**src/rtl/unidade_controle_pkg.sv**
```systemverilog
// State codes for the memory-game control unit; db_estado carries these values.
package unidade_controle_pkg;

  localparam logic [3:0] INICIAL           = 4'h0;
  localparam logic [3:0] PREPARACAO        = 4'h1;
  localparam logic [3:0] CARREGA_DADO      = 4'h2;
  localparam logic [3:0] MOSTRA_DADO       = 4'h3;
  localparam logic [3:0] FIM_MOSTRA        = 4'h4;
  localparam logic [3:0] INCREMENTA_MOSTRA = 4'h5;
  localparam logic [3:0] INICIO_RODADA     = 4'h6;
  localparam logic [3:0] ESPERA_JOGADA     = 4'h7;
  localparam logic [3:0] REGISTRA_JOGADA   = 4'h8;
  localparam logic [3:0] COMPARA           = 4'h9;
  localparam logic [3:0] PROXIMA_JOGADA    = 4'hA;
  localparam logic [3:0] ULTIMA_JOGADA     = 4'hB;
  localparam logic [3:0] ACERTOU           = 4'hC;
  localparam logic [3:0] ERROU             = 4'hD;
  localparam logic [3:0] FIM_TIMEOUT       = 4'hE;
  localparam logic [3:0] PROXIMA_SEQUENCIA = 4'hF;

endpackage

```
**src/rtl/unidade_controle.sv**
```systemverilog
// Moore FSM sequencing the memory-game datapath: replay phase, then player phase.
// Define JOGO_TIMEOUT_EN to let the timeout input end the game from espera_jogada.
module unidade_controle
  import unidade_controle_pkg::*;
(
  input  logic       clock,
  input  logic       reset,
  input  logic       iniciar,
  input  logic       jogada_feita,
  input  logic       chavesIgualMemoria,
  input  logic       enderecoIgualSequencia,
  input  logic       fimL,
  input  logic       fimTMR,
  input  logic       timeout,
  output logic       zeraR,
  output logic       zeraE,
  output logic       zeraL,
  output logic       zeraM,
  output logic       zeraTMR,
  output logic       registraR,
  output logic       registraM,
  output logic       contaE,
  output logic       contaL,
  output logic       contaTMR,
  output logic       pronto,
  output logic       ganhou,
  output logic       perdeu,
  output logic [3:0] db_estado
);

`ifdef JOGO_TIMEOUT_EN
  localparam logic TMO_EN = 1'b1;
`else
  localparam logic TMO_EN = 1'b0;
`endif

  logic [3:0] estado_q, estado_d;
  logic       timeout_ativo;

  assign timeout_ativo = timeout & TMO_EN;

  always_ff @(posedge clock) begin
    if (reset) estado_q <= INICIAL;
    else       estado_q <= estado_d;
  end

  always_comb begin
    estado_d = estado_q;
    case (estado_q)
      INICIAL:           if (iniciar) estado_d = PREPARACAO;
      PREPARACAO:        estado_d = CARREGA_DADO;
      CARREGA_DADO:      estado_d = MOSTRA_DADO;
      MOSTRA_DADO:       if (fimTMR) estado_d = FIM_MOSTRA;
      FIM_MOSTRA:        estado_d = enderecoIgualSequencia ? INICIO_RODADA : INCREMENTA_MOSTRA;
      INCREMENTA_MOSTRA: estado_d = CARREGA_DADO;
      INICIO_RODADA:     estado_d = ESPERA_JOGADA;
      ESPERA_JOGADA: begin
        // timeout wins over a simultaneous press
        if (timeout_ativo)     estado_d = FIM_TIMEOUT;
        else if (jogada_feita) estado_d = REGISTRA_JOGADA;
      end
      REGISTRA_JOGADA:   estado_d = COMPARA;
      COMPARA: begin
        if (!chavesIgualMemoria)         estado_d = ERROU;
        else if (enderecoIgualSequencia) estado_d = ULTIMA_JOGADA;
        else                             estado_d = PROXIMA_JOGADA;
      end
      PROXIMA_JOGADA:    estado_d = ESPERA_JOGADA;
      ULTIMA_JOGADA:     estado_d = fimL ? ACERTOU : PROXIMA_SEQUENCIA;
      PROXIMA_SEQUENCIA: estado_d = CARREGA_DADO;
      ACERTOU, ERROU, FIM_TIMEOUT: if (iniciar) estado_d = PREPARACAO;
      default:           estado_d = INICIAL;
    endcase
  end

  always_comb begin
    zeraR     = 1'b0;
    zeraE     = 1'b0;
    zeraL     = 1'b0;
    zeraM     = 1'b0;
    zeraTMR   = 1'b0;
    registraR = 1'b0;
    registraM = 1'b0;
    contaE    = 1'b0;
    contaL    = 1'b0;
    contaTMR  = 1'b0;
    pronto    = 1'b0;
    ganhou    = 1'b0;
    perdeu    = 1'b0;
    db_estado = estado_q;
    case (estado_q)
      PREPARACAO: begin
        zeraE = 1'b1; zeraL = 1'b1; zeraR = 1'b1; zeraM = 1'b1; zeraTMR = 1'b1;
      end
      CARREGA_DADO:      zeraTMR = 1'b1;
      MOSTRA_DADO:       begin registraM = 1'b1; contaTMR = 1'b1; end
      INCREMENTA_MOSTRA: contaE = 1'b1;
      INICIO_RODADA:     begin zeraE = 1'b1; zeraR = 1'b1; end
      ESPERA_JOGADA:     registraM = 1'b1;
      REGISTRA_JOGADA:   begin registraR = 1'b1; registraM = 1'b1; end
      COMPARA:           registraM = 1'b1;
      PROXIMA_JOGADA:    contaE = 1'b1;
      PROXIMA_SEQUENCIA: begin contaL = 1'b1; zeraE = 1'b1; end
      ACERTOU:           begin pronto = 1'b1; ganhou = 1'b1; end
      ERROU, FIM_TIMEOUT: begin pronto = 1'b1; perdeu = 1'b1; end
      default: ;
    endcase
  end

endmodule
```
**config.mk**
```make
export PLATFORM = sky130hd
export DESIGN_NAME = unidade_controle
export DESIGN_NICKNAME = d
export VERILOG_FILES = /design/src/rtl/unidade_controle_pkg.sv /design/src/rtl/unidade_controle.sv
export SDC_FILE = /design/constraint.sdc
export NUM_CORES = 1
export LEC_CHECK = 0
export BUFFER_PORTS_ARGS = -buffer_cell sky130_fd_sc_hd__buf_4
export CAP_MARGIN = 20
export CORE_MARGIN = 2
export CORE_UTILIZATION = 39
export CTS_BUF_LIST = sky130_fd_sc_hd__clkbuf_4
export DETAILED_ROUTE_END_ITERATION = 6
export HOLD_SLACK_MARGIN = 0.15
export PLACE_DENSITY = 0.67
export SETUP_SLACK_MARGIN = 0.02
export SYNTH_ARGS = -nofsm -noshare
export SYNTH_HDL_FRONTEND = slang
export SYNTH_SLANG_ARGS = --single-unit
```
**constraint.sdc**
```tcl
create_clock -name clock -period 2.7 [get_ports clock]
set_clock_uncertainty 0.1 [all_clocks]
set_input_delay 0.135 -clock clock [delete_from_list [all_inputs] [get_ports clock]]
set_output_delay 0.135 -clock clock [all_outputs]
set_load 0.01 [all_outputs]
```
==> metrics.txt <==
outcome finished, final reports clean; TritonCTS buffer count 3; RePlAce Congestion 0.772; FMAX 490 MHz; global-route wire length before repair 1930 um; drt wl/cell 12.5 um; Detailed Routing Iterations Pass 1 4; CP endpoint kind output pin; Synth Area in Adders 0%; Mapped Nets 84; Post-Synthesis Cells 75; initial antenna violation count 0; fraction of layout cells with a size suffix above 1 33.7%; r2r endpoint db_estado[2]$_SDFFE_PP0P_; initial core utilization 41.1%; sw frac 48.9%; CTS tree built; Residual DRC 0; PD cells 1110 nW/um^2; die span in x 40.6 um; Area Overhead vs Synth 41.2%; yosys warns 0; mux contribution to synthesized area 0%; Worst Path Arrival 1810 ps; placed cell areas 694 um^2; reg2reg setup slack 860 ps; reg2reg start db_estado[3]$_SDFFE_PP0P_; Buf/Inv on CP 2; Post-Syn Area 522 um^2; Overflow after GRT 0; die area 1650 um^2; num rows 13; largest net degree at the start of global routing 24; Worst IR Drop VDD 0.422 mV; sequential share of the synthesized area 15.3%; Post-Synth XOR/XNOR Area 1.68%; routed via count 640; Worst Path Required 2470 ps; Worst Max-Slew Pin Slew 614 ps; most common cell after layout, fill and taps aside buf_4; Die Y 40.6 um; worst-path cell chain inv_1, or3_1, o21ai_1, buf_4; synthesized flop and latch total 4; Routed Antenna Nets 0; Pins Over Slew Limit 0; Seq. cell area 80.1 um^2; Worst slew margin 59.0%; Startpoint Class flip-flop; RSZ-0062 raised after global routing false; crit path kind reg2out; Net Sw Power 0.000400 W; Clk Latency, worst-skew pair 240 ps; slowest stage delay, CP 700 ps; post-placement cell count 108; Largest register FFs 4; CTS Buffer Depth 2; vias in the first global route 443; GRT Total Usage 17.5%; Crit. path cell count 4; Int Pwr 0.000418 W; DR vias/cell 5.66; Worst setup endpoint registraM; final worst path period share 75.6%; Fin. Hold Viols 0; clk root buf clkbuf_4; CTS clk-pin slew, worst paths 40 ps; clock sink count 4; DP HPWL 990 um; Worst Path Max Fanout 19; Slowest-stage cell, CP dfxtp_1; hold_ws 267 ps; Layout Cells excl Fill 113; number of port buffers 24; min Tclk post-route 2040 ps; Top Ports 26; cell family with most CP delay flip-flops; area of the multi-input gates 382 um^2; core area 1270 um^2; initial drt markers 16; largest family of logic cells by synthesized area compound AO/OA/AOI/OAI gates; setup TNS after final layout 0 ps; Filler cells 126; Pleak 0.310 nW; CP Launch Point db_estado[3]$_SDFFE_PP0P_; combinational power share 72.6%; Mapped Avg Cell Area 6.96 um^2; Netlist cell types 37; Compound-Gate Fraction of Synth Area 39.8%; most frequent cells in the layout buf_4, nor2_1, a21oi_1, o21ai_0; post-route design area 737 um^2; hold crit path type in2reg; Sequential Power Share 18.2%; CTS H-tree depth 1; Routed WL 1410 um; Synth Area in Simple Gates 31.7%; max cap viols 0; part of the power in the clock network 9.2%; R2R depth 4; total power 0.000817 W; antenna cells 0; # setup viols final 0; Layout Nets 109
[kinds of logic after synthesis]
kind of cell | after synthesis
flops | 4
simple gates | 30
compound gates | 28
xor+xnor | 1
buf+inv | 12
[synth_stat cells]
master | number | area (um^2)
a2111oi_4 | 1 | 27.5
a211oi_1 | 2 | 15.0
a21o_1 | 1 | 7.51
a21oi_1 | 5 | 25.0
a21oi_2 | 1 | 8.76
a221oi_1 | 1 | 8.76
a22o_1 | 1 | 8.76
a311oi_1 | 1 | 8.76
a31o_1 | 1 | 8.76
a31oi_1 | 1 | 6.26
buf_2 | 6 | 30.0
buf_4 | 2 | 15.0
clkbuf_1 | 1 | 3.75
dfxtp_1 | 4 | 80.1
inv_1 | 3 | 11.3
nand2_1 | 4 | 15.0
nand2_2 | 1 | 6.26
nand2b_1 | 3 | 18.8
nand3_1 | 2 | 10.0
nand3b_1 | 1 | 7.51
nand4b_1 | 1 | 8.76
nor2_1 | 5 | 18.8
nor2b_1 | 3 | 18.8
nor3_1 | 4 | 20.0
nor3b_1 | 1 | 7.51
nor4_1 | 1 | 6.26
o211ai_1 | 1 | 7.51
o21a_1 | 1 | 7.51
o21ai_0 | 5 | 25.0
o21ai_1 | 2 | 10.0
o221a_1 | 1 | 11.3
o22ai_1 | 1 | 6.26
o31ai_1 | 2 | 15.0
or2_1 | 1 | 6.26
or3_1 | 2 | 12.5
or3b_1 | 1 | 8.76
xnor2_1 | 1 | 8.76
[power groups by stage]
stage | Clock, W | Sequential (W) | Combinational (W)
finish | 0.0000755 | 0.000148 | 0.000593
global route | 0.0000828 | 0.000157 | 0.000649
CTS | 0.0000811 | 0.000148 | 0.000592
detailed placement | 0 | 0.000149 | 0.000588
global placement | 0 | 0.000150 | 0.000581
floorplan | 0 | 0.000118 | 0.000431
[layer usage]
metal / global-route usage [%] / wire length, um / up-vias / share of wire (%)
li1: - / - / 322 / -
met1: 23.8 / 670 / 298 / 48
met2: 27.4 / 681 / 20 / 48
met3: 0 / 55 / 0 / 3.9
met4: 10.0 / 0 / 0 / 0
met5: 0 / 0 / - / 0
[worst register-to-register path: cells and delay by family, from the launching register on]
family          cells  cell delay (ps)
compound gates      3              820
flops               1              700
simple gates        1              170
[per-stage QoR]
stage	util (%)	worst slack (ps)
2_1_floorplan	-	1070
3_3_place_gp	54.7	922
3_5_place_dp	54.7	892
4_1_cts	58.1	658
5_1_grt	58.1	524
6_report	58.1	658
[how the worst min path moves through the flow]
stage | depth (start not counted) | end | startpoint
finish | 4 | db_estado[0]$_SDFFE_PP0P_ | jogada_feita
global route | 4 | db_estado[3]$_SDFFE_PP0P_ | jogada_feita
CTS | 4 | db_estado[0]$_SDFFE_PP0P_ | jogada_feita
detailed placement | 2 | db_estado[3]$_SDFFE_PP0P_ | reset
global placement | 2 | db_estado[3]$_SDFFE_PP0P_ | reset
floorplan | 1 | db_estado[1]$_SDFFE_PP0P_ | reset
[what timing repair did]
| action | 4_1_cts | 5_1_grt |
|---|---|---|
| setup buffers | 0 | 0 |
| gates resized for setup | 0 | 0 |
| hold buffers | 2 | 0 |
| hold endpoints to repair | 4 | 0 |
[area by class of cell]
type                            instances  area share, %
Timing Repair Buffer                   29           30.2
Multi-Input combinational cell         59           51.8
Tap cell                               15           2.55
Clock buffer                            3           3.06
Sequential cell                         4           10.9
Inverter                                3           1.53
No activity file was read; power rests on OpenSTA's default activity.
